==> config.mk <==
export PLATFORM = sky130hd
export DESIGN_NAME = evt_packet_arbiter
export DESIGN_NICKNAME = d
export VERILOG_FILES = /design/src/rtl/sne_evt_stream_pkg.sv /design/src/rtl/evt_rr_arbiter.sv /design/src/rtl/evt_packet_arbiter.sv
export SDC_FILE = /design/constraint.sdc
export NUM_CORES = 1
export LEC_CHECK = 0
export CAP_MARGIN = 20
export CORE_MARGIN = 3
export CORE_UTILIZATION = 30
export DETAILED_ROUTE_END_ITERATION = 8
export GPL_TIMING_DRIVEN = 0
export PLACE_DENSITY = 0.74
export SLEW_MARGIN = 20
export SYNTH_ARGS = -nofsm -noshare
export SYNTH_HDL_FRONTEND = slang
export SYNTH_HIERARCHICAL = 1
export SYNTH_SLANG_ARGS = --single-unit
export TNS_END_PERCENT = 100
==> constraint.sdc <==
create_clock -name bus_clk_i -period 2.8 [get_ports bus_clk_i]
set_input_delay 0.42 -clock bus_clk_i [delete_from_list [all_inputs] [get_ports bus_clk_i]]
set_output_delay 0.42 -clock bus_clk_i [all_outputs]
set_load 0.05 [all_outputs]
==> src/rtl/sne_evt_stream_pkg.sv <==
// ----------------------------------------------------------------------------
// sne_evt_stream_pkg
// Shared definitions for the event-word stream fabric: packet header layout,
// arbiter state encoding and a small index helper.
// ----------------------------------------------------------------------------
package sne_evt_stream_pkg;

    // Header word carries the payload length (number of words after the header).
    localparam int unsigned HDR_LEN_LSB = 0;
    localparam int unsigned HDR_LEN_W   = 16;

    typedef enum logic [1:0] {
        IDLE    = 2'd0,
        HEADER  = 2'd1,
        PAYLOAD = 2'd2,
        ERROR   = 2'd3
    } arb_state_e;

    // idx + 1, wrapping n-1 -> 0 (n need not be a power of two).
    function automatic int unsigned wrap_inc(input int unsigned idx, input int unsigned n);
        return (idx + 1 >= n) ? 0 : idx + 1;
    endfunction

endpackage

==> src/rtl/evt_rr_arbiter.sv <==
// ----------------------------------------------------------------------------
// evt_rr_arbiter
// Combinational round-robin pick: first asserted valid at or after ptr_i,
// wrapping N-1 -> 0.
// Ports:
//   valid_i  [N]      request vector
//   ptr_i    [IDX_W]  highest-priority index this round
//   grant_o  [N]      one-hot winner, 0 when nothing is valid
//   idx_o    [IDX_W]  winner index, 0 when nothing is valid
//   any_o             at least one request is valid
// ----------------------------------------------------------------------------
module evt_rr_arbiter
    import sne_evt_stream_pkg::*;
#(
    parameter int unsigned N     = 4,
    parameter int unsigned IDX_W = $clog2(N)
) (
    input  logic [N-1:0]     valid_i,
    input  logic [IDX_W-1:0] ptr_i,
    output logic [N-1:0]     grant_o,
    output logic [IDX_W-1:0] idx_o,
    output logic             any_o
);

    logic [IDX_W-1:0] cand;

    // NOTE: every signal driven here gets a default before the loop, so no
    // path leaves a value unassigned and no latch is inferred.
    always_comb begin
        grant_o = '0;
        idx_o   = '0;
        any_o   = 1'b0;
        cand    = ptr_i;
        for (int i = 0; i < int'(N); i++) begin
            if (!any_o && valid_i[cand]) begin
                grant_o[cand] = 1'b1;
                idx_o         = cand;
                any_o         = 1'b1;
            end
            cand = IDX_W'(wrap_inc(32'(cand), N));
        end
    end

endmodule

==> src/rtl/evt_packet_arbiter.sv <==
// ----------------------------------------------------------------------------
// evt_packet_arbiter
// Packet-atomic round-robin merge of N_SRC event-word streams into one stream.
// A grant is held for a whole packet (header + LEN payload words). A stall
// watchdog parks the arbiter in ERROR when the owner stops mid-packet.
// Ports:
//   bus_clk_i, bus_rst_ni  clock, async active-low reset
//   enable_i               allow new grants (an in-flight packet always completes)
//   ack_error_i            leave ERROR (sampled in ERROR only)
//   src_valid_i/src_evt_i  per-source stream in, source k at [k*DATA_W +: DATA_W]
//   src_ready_o            per-source ready (only the owner sees dst_ready_i)
//   dst_valid_o/dst_evt_o  merged stream out, dst_ready_i from router
//   grant_o                one-hot owner, 0 when none
//   busy_o                 in HEADER or PAYLOAD
//   pkt_done_o             pulse on the last-beat handshake of a packet
//   error_o, error_src_o   in ERROR; owner index that timed out (held)
// ----------------------------------------------------------------------------
module evt_packet_arbiter
    import sne_evt_stream_pkg::*;
#(
    parameter int unsigned N_SRC   = 4,
    parameter int unsigned DATA_W  = 32,
    parameter int unsigned TIMEOUT = 1024
) (
    input  logic                       bus_clk_i,
    input  logic                       bus_rst_ni,
    input  logic                       enable_i,
    input  logic                       ack_error_i,
    input  logic [N_SRC-1:0]           src_valid_i,
    input  logic [N_SRC*DATA_W-1:0]    src_evt_i,
    output logic [N_SRC-1:0]           src_ready_o,
    output logic                       dst_valid_o,
    output logic [DATA_W-1:0]          dst_evt_o,
    input  logic                       dst_ready_i,
    output logic [N_SRC-1:0]           grant_o,
    output logic                       busy_o,
    output logic                       pkt_done_o,
    output logic                       error_o,
    output logic [$clog2(N_SRC)-1:0]   error_src_o
);

    localparam int unsigned IDX_W   = $clog2(N_SRC);
    localparam int unsigned CNT_W   = (TIMEOUT > 1) ? $clog2(TIMEOUT) : 1;
    localparam bit          WDOG_EN = (TIMEOUT != 0);
    localparam logic [CNT_W-1:0] STALL_LAST = CNT_W'((TIMEOUT > 0) ? TIMEOUT - 1 : 0);

    arb_state_e             state_q, state_d;
    logic [N_SRC-1:0]       grant_q, grant_d;
    logic [IDX_W-1:0]       grant_idx_q, grant_idx_d;
    logic [IDX_W-1:0]       rr_ptr_q, rr_ptr_d;
    logic [HDR_LEN_W-1:0]   remaining_q, remaining_d;
    logic [CNT_W-1:0]       stall_cnt_q, stall_cnt_d;
    logic [IDX_W-1:0]       error_src_q, error_src_d;

    logic [N_SRC-1:0]       pick_grant;
    logic [IDX_W-1:0]       pick_idx;
    logic                   pick_any;

    evt_rr_arbiter #(
        .N     (N_SRC),
        .IDX_W (IDX_W)
    ) u_rr (
        .valid_i (src_valid_i),
        .ptr_i   (rr_ptr_q),
        .grant_o (pick_grant),
        .idx_o   (pick_idx),
        .any_o   (pick_any)
    );

    // Owner datapath
    logic                   active;
    logic                   cur_valid;
    logic [DATA_W-1:0]      cur_evt;
    logic [HDR_LEN_W-1:0]   hdr_len;
    logic                   beat;
    logic                   last_beat;
    logic                   stalled;
    logic                   timeout_hit;
    logic [IDX_W-1:0]       next_ptr;

    assign active    = (state_q == HEADER) || (state_q == PAYLOAD);
    assign cur_valid = src_valid_i[grant_idx_q];
    assign cur_evt   = src_evt_i[grant_idx_q*DATA_W +: DATA_W];
    assign hdr_len   = cur_evt[HDR_LEN_LSB +: HDR_LEN_W];
    assign beat      = active && cur_valid && dst_ready_i;
    assign last_beat = beat && (((state_q == HEADER) && (hdr_len == '0)) ||
                                ((state_q == PAYLOAD) && (remaining_q == HDR_LEN_W'(1))));
    // Only a missing source word counts as a stall; router backpressure does not.
    assign stalled     = active && !cur_valid;
    assign timeout_hit = WDOG_EN && stalled && (stall_cnt_q == STALL_LAST);
    assign next_ptr    = IDX_W'(wrap_inc(32'(grant_idx_q), N_SRC));

    assign src_ready_o = (active && dst_ready_i) ? grant_q : '0;
    assign dst_valid_o = active && cur_valid;
    assign dst_evt_o   = active ? cur_evt : '0;
    assign grant_o     = grant_q;
    assign busy_o      = active;
    assign pkt_done_o  = last_beat;
    assign error_o     = (state_q == ERROR);
    assign error_src_o = error_src_q;

    always_comb begin
        state_d     = state_q;
        grant_d     = grant_q;
        grant_idx_d = grant_idx_q;
        rr_ptr_d    = rr_ptr_q;
        remaining_d = remaining_q;
        stall_cnt_d = '0;
        error_src_d = error_src_q;

        case (state_q)
            IDLE: begin
                if (enable_i && pick_any) begin
                    grant_d     = pick_grant;
                    grant_idx_d = pick_idx;
                    state_d     = HEADER;
                end
            end
            HEADER, PAYLOAD: begin
                if (timeout_hit) begin
                    state_d     = ERROR;
                    error_src_d = grant_idx_q;
                    grant_d     = '0;
                    remaining_d = '0;
                end else if (stalled) begin
                    stall_cnt_d = WDOG_EN ? stall_cnt_q + CNT_W'(1) : '0;
                end else if (last_beat) begin
                    state_d     = IDLE;
                    grant_d     = '0;
                    rr_ptr_d    = next_ptr;
                    remaining_d = '0;
                end else if (beat) begin
                    if (state_q == HEADER) begin
                        remaining_d = hdr_len;
                        state_d     = PAYLOAD;
                    end else begin
                        remaining_d = remaining_q - HDR_LEN_W'(1);
                    end
                end
            end
            ERROR: begin
                if (ack_error_i) begin
                    state_d  = IDLE;
                    rr_ptr_d = IDX_W'(wrap_inc(32'(error_src_q), N_SRC));
                end
            end
            default: begin
                state_d = IDLE;
                grant_d = '0;
            end
        endcase
    end

    // NOTE: state registers use non-blocking assignments so every flop samples
    // the pre-edge value of every other flop, independent of statement order.
    always_ff @(posedge bus_clk_i or negedge bus_rst_ni) begin
        if (!bus_rst_ni) begin
            state_q     <= IDLE;
            grant_q     <= '0;
            grant_idx_q <= '0;
            rr_ptr_q    <= '0;
            remaining_q <= '0;
            stall_cnt_q <= '0;
            error_src_q <= '0;
        end else begin
            state_q     <= state_d;
            grant_q     <= grant_d;
            grant_idx_q <= grant_idx_d;
            rr_ptr_q    <= rr_ptr_d;
            remaining_q <= remaining_d;
            stall_cnt_q <= stall_cnt_d;
            error_src_q <= error_src_d;
        end
    end

endmodule

==> run metrics <==
register-to-register setup slack=-0.10 ns; post-CTS clock slew at the launch and capture registers of the worst setup and hold paths=0.06 ns; power density over the cells=1190 mW/mm^2; Synth area leader=dfrtp_1; switching fraction of total power=53.4%; initial antenna violation count=0; Combinational Power Share=78.4%; routability congestion estimate from global placement=0.924; most used routing layer in global routing=met2; fraction of power consumed by the clock network=9.8%; Worst-Margin Slew=0.784 ns; Unique masters post-synth=64; number of nets with antenna violations after detailed routing=0; clock buffers created by TritonCTS=5; CORE AREA=0.0128 mm^2; Setup Crit Path Kind=reg -> out; total of hold buffers inserted after clock tree synthesis=0; worst-path fanout max=4; smallest setup slack after layout=-0.246 ns; status=complete, but fails checks; clock root buffer master=clkbuf_16; synth cell count leaders=nand2_1 (39), dfrtp_1 (38), nor2_1 (36); final period utilization=109%; Pleak=2.67 nW; achievable clock frequency=328 MHz; category of the worst setup path launch point=register; maximum buffer depth of the clock tree=2; worst hold slack after final layout=0.100 ns; type of the tightest min-delay check=in -> async; syn avg cell area=9.34 um^2; worst-case reg-to-reg path depth=12; detailed-route vias per instance=5.47; number of flops mapped to enable cells by yosys=0; Rel. slew slack=47.3%; relative contribution of sequential cells to total power=11.8%; synthesized flop and latch total=38; total iterations of the first detailed-routing run=5; post-layout minimum cycle time=3.05 ns; global routing usage summed across all routing layers=20.5%; ys flop type=dfrtp_1; Max VDD drop=0.652 mV; maximum number of pins on one net before global-route repair=21; H-Tree Depth=2; Fin Clk Skew=0.00642 ns; Synth area leaders=dfrtp_1 (24%), mux4_2 (17%), ha_1 (5.9%); via total after detailed routing=4451; sequential fraction of the synthesis area=23.7%; Post-layout nets=796; Ant. Diodes=0; synthesis warning total=6; post-synthesis instance area=0.00401 mm^2; vertical extent of the die=122 um; initial core utilization=31.2%; Routed Wire Length=15500 um; layout cell share with drive strength beyond 1=23.7%; CP endpoint=pkt_done_o; final setup violating endpoints=11; CP arrival=2.63 ns; reported net switching power=4.16 mW; overall power after layout=7.79 mW; sort of element at the end of the critical path=primary output; area enclosed by the die boundary=0.0148 mm^2; Final HPWL DP=12100 um; via count of the first global-routing pass=4615; count of max-cap constraint violations=0; Setup crit start=grant_idx_q[0]; fraction of met1 tracks used by global routing=23.4%; CTS Sinks=38; GR Overflow Total=0; Global Route met2 Usage=38.1%; synthesis-to-layout area growth=63.3%; number of standard cells after synthesis=429; CTS tree=done; first-pass GRT wire length=24000 um; most frequent cell after synthesis=nand2_1; area share of the largest cell type after synthesis=23.7%; placed standard-cell area=0.00608 mm^2; average wire per cell in the routed design=19.0 um; endpoint of the most critical register-to-register path=state_q[1]; detailed-route DRC error count=0; share of synthesized flip-flops with an asynchronous set or reset=100%; later-pin clock latency in the skew report=0.29 ns; number of placement rows=41; count of routing violations after the opening detailed-route iteration=275; Internal Power=3.63 mW; I/O Pins=183; final design instance area without fill=0.00654 mm^2; number of buffers inserted by port buffering=182; post-synth net total=585; Worst EP required=2.38 ns; number of max-slew violations in the final report=0; failing checks=setup timing; Hold Violations, Final=0; RSZ-0062 raised after global routing=yes; Chip Width=122 um; met3 track utilization from global routing=5.06%; worst reg2reg path startpoint=rr_ptr_q[0]
per-stage QoR:
step,util (%),std cells,TNS (ns),setup WS [ns]
floorplan,-,429,-0.0312,-0.0312
global placement,47.3,783,-31.24,-1.35
detailed placement,47.4,784,-33.67,-1.40
CTS,51.2,812,-0.501,-0.253
global route,51.0,813,-2.18,-0.312
finish,51.0,813,-1.03,-0.246
repair_timing:
| action | 4_1_cts | 5_1_grt |
|---|---|---|
| pin swaps | 6 | 7 |
| setup buffers | 20 | 2 |
| resized for setup | 142 | 52 |
| endpoints found under the hold margin | 0 | 0 |
| gates cloned | 1 | 0 |
| endpoints found under the setup margin | 61 | 56 |
cells by family (layout without fill, tap and decap cells):
group | Yosys count | in the layout | synth area share [%]
DFF | 38 | 38 | 23.7
AOI/OAI and AO/OA | 88 | 88 | 15.6
muxes | 49 | 49 | 23.1
xor gates and xnor gates | 19 | 19 | 4.15
and+or+nand+nor | 173 | 173 | 22.7
buffers and inverters | 43 | 255 | 4.81
adders and majority gates | 19 | 19 | 5.94
power groups by stage:
stage	Sequential [mW]	Clock [mW]	Combinational, mW
floorplan	0.932	0	4.02
detailed placement	0.914	0	5.83
finish	0.921	0.763	6.11
global placement	0.903	0	5.71
CTS	0.912	0.767	6.07
global route	0.945	0.797	6.49
routing by layer:
| layer | part of all wire [%] | wire, um | vias to the layer above |
|---|---|---|---|
| li1 | - | - | 2025 |
| met1 | 38 | 5870 | 2206 |
| met2 | 54 | 8310 | 196 |
| met3 | 6.8 | 1050 | 24 |
| met4 | 1.6 | 247 | 0 |
| met5 | 0 | 0 | - |
worst min path at each step:
stage                              start        endpoint  slack [ns]  depth (start not counted)
after global routing          bus_rst_ni  remaining_q[6]        0.13                          1
final                         bus_rst_ni  stall_cnt_q[7]        0.10                          1
after detailed placement      bus_rst_ni  stall_cnt_q[5]        0.41                          1
after global placement    stall_cnt_q[0]  stall_cnt_q[0]        0.48                          1
after CTS                     bus_rst_ni  stall_cnt_q[5]        0.11                          1
after floorplan               bus_rst_ni  error_src_o[0]        0.12                          0
placed cells by master, fill, tap and decap left out, types with 6 or more instances in the layout:
master / count
nand2_1: 38
nand3_1: 10
clkdlybuf4s50_1: 143
o21ai_0: 23
nand2b_1: 6
buf_2: 19
and2_1: 32
ha_1: 16
mux2i_1: 8
dlygate4sd2_1: 7
a21oi_1: 12
clkdlybuf4s15_2: 10
nor3_1: 7
dfrtp_1: 35
buf_4: 25
xor2_1: 11
and3_1: 9
a22o_1: 7
o211ai_1: 8
xnor2_1: 8
mux4_2: 33
inv_1: 14
nor2_1: 35
mux2_2: 6
flip-flops by register name, indices dropped and copies added, names as in the netlist:
signal and cells:
error_src_o 2, stall_cnt_q 10, rr_ptr_q 2, state_q 2, grant_o 4, remaining_q 16, grant_idx_q 2
cell type report:
class	instances	area, um^2
buffer	26	193
multi-input combinational	348	2950
fill	1177	6280
timing repair buffer	206	1970
inverter	15	56.3
clock buffer	6	139
sequential	38	955
clock inverter	2	60.1
tap	172	215
critical path: stages, from the launching register on:
cell	delay (ns)
dfrtp_2	0.41
buf_4	0.15
buf_16	0.11
mux4_2	0.55
or4_4	0.53
nor2_2	0.18
a21oi_4	0.10
nor2_4	0.14
buf_8	0.16
Note: power is estimated with default switching activity, not from simulation.
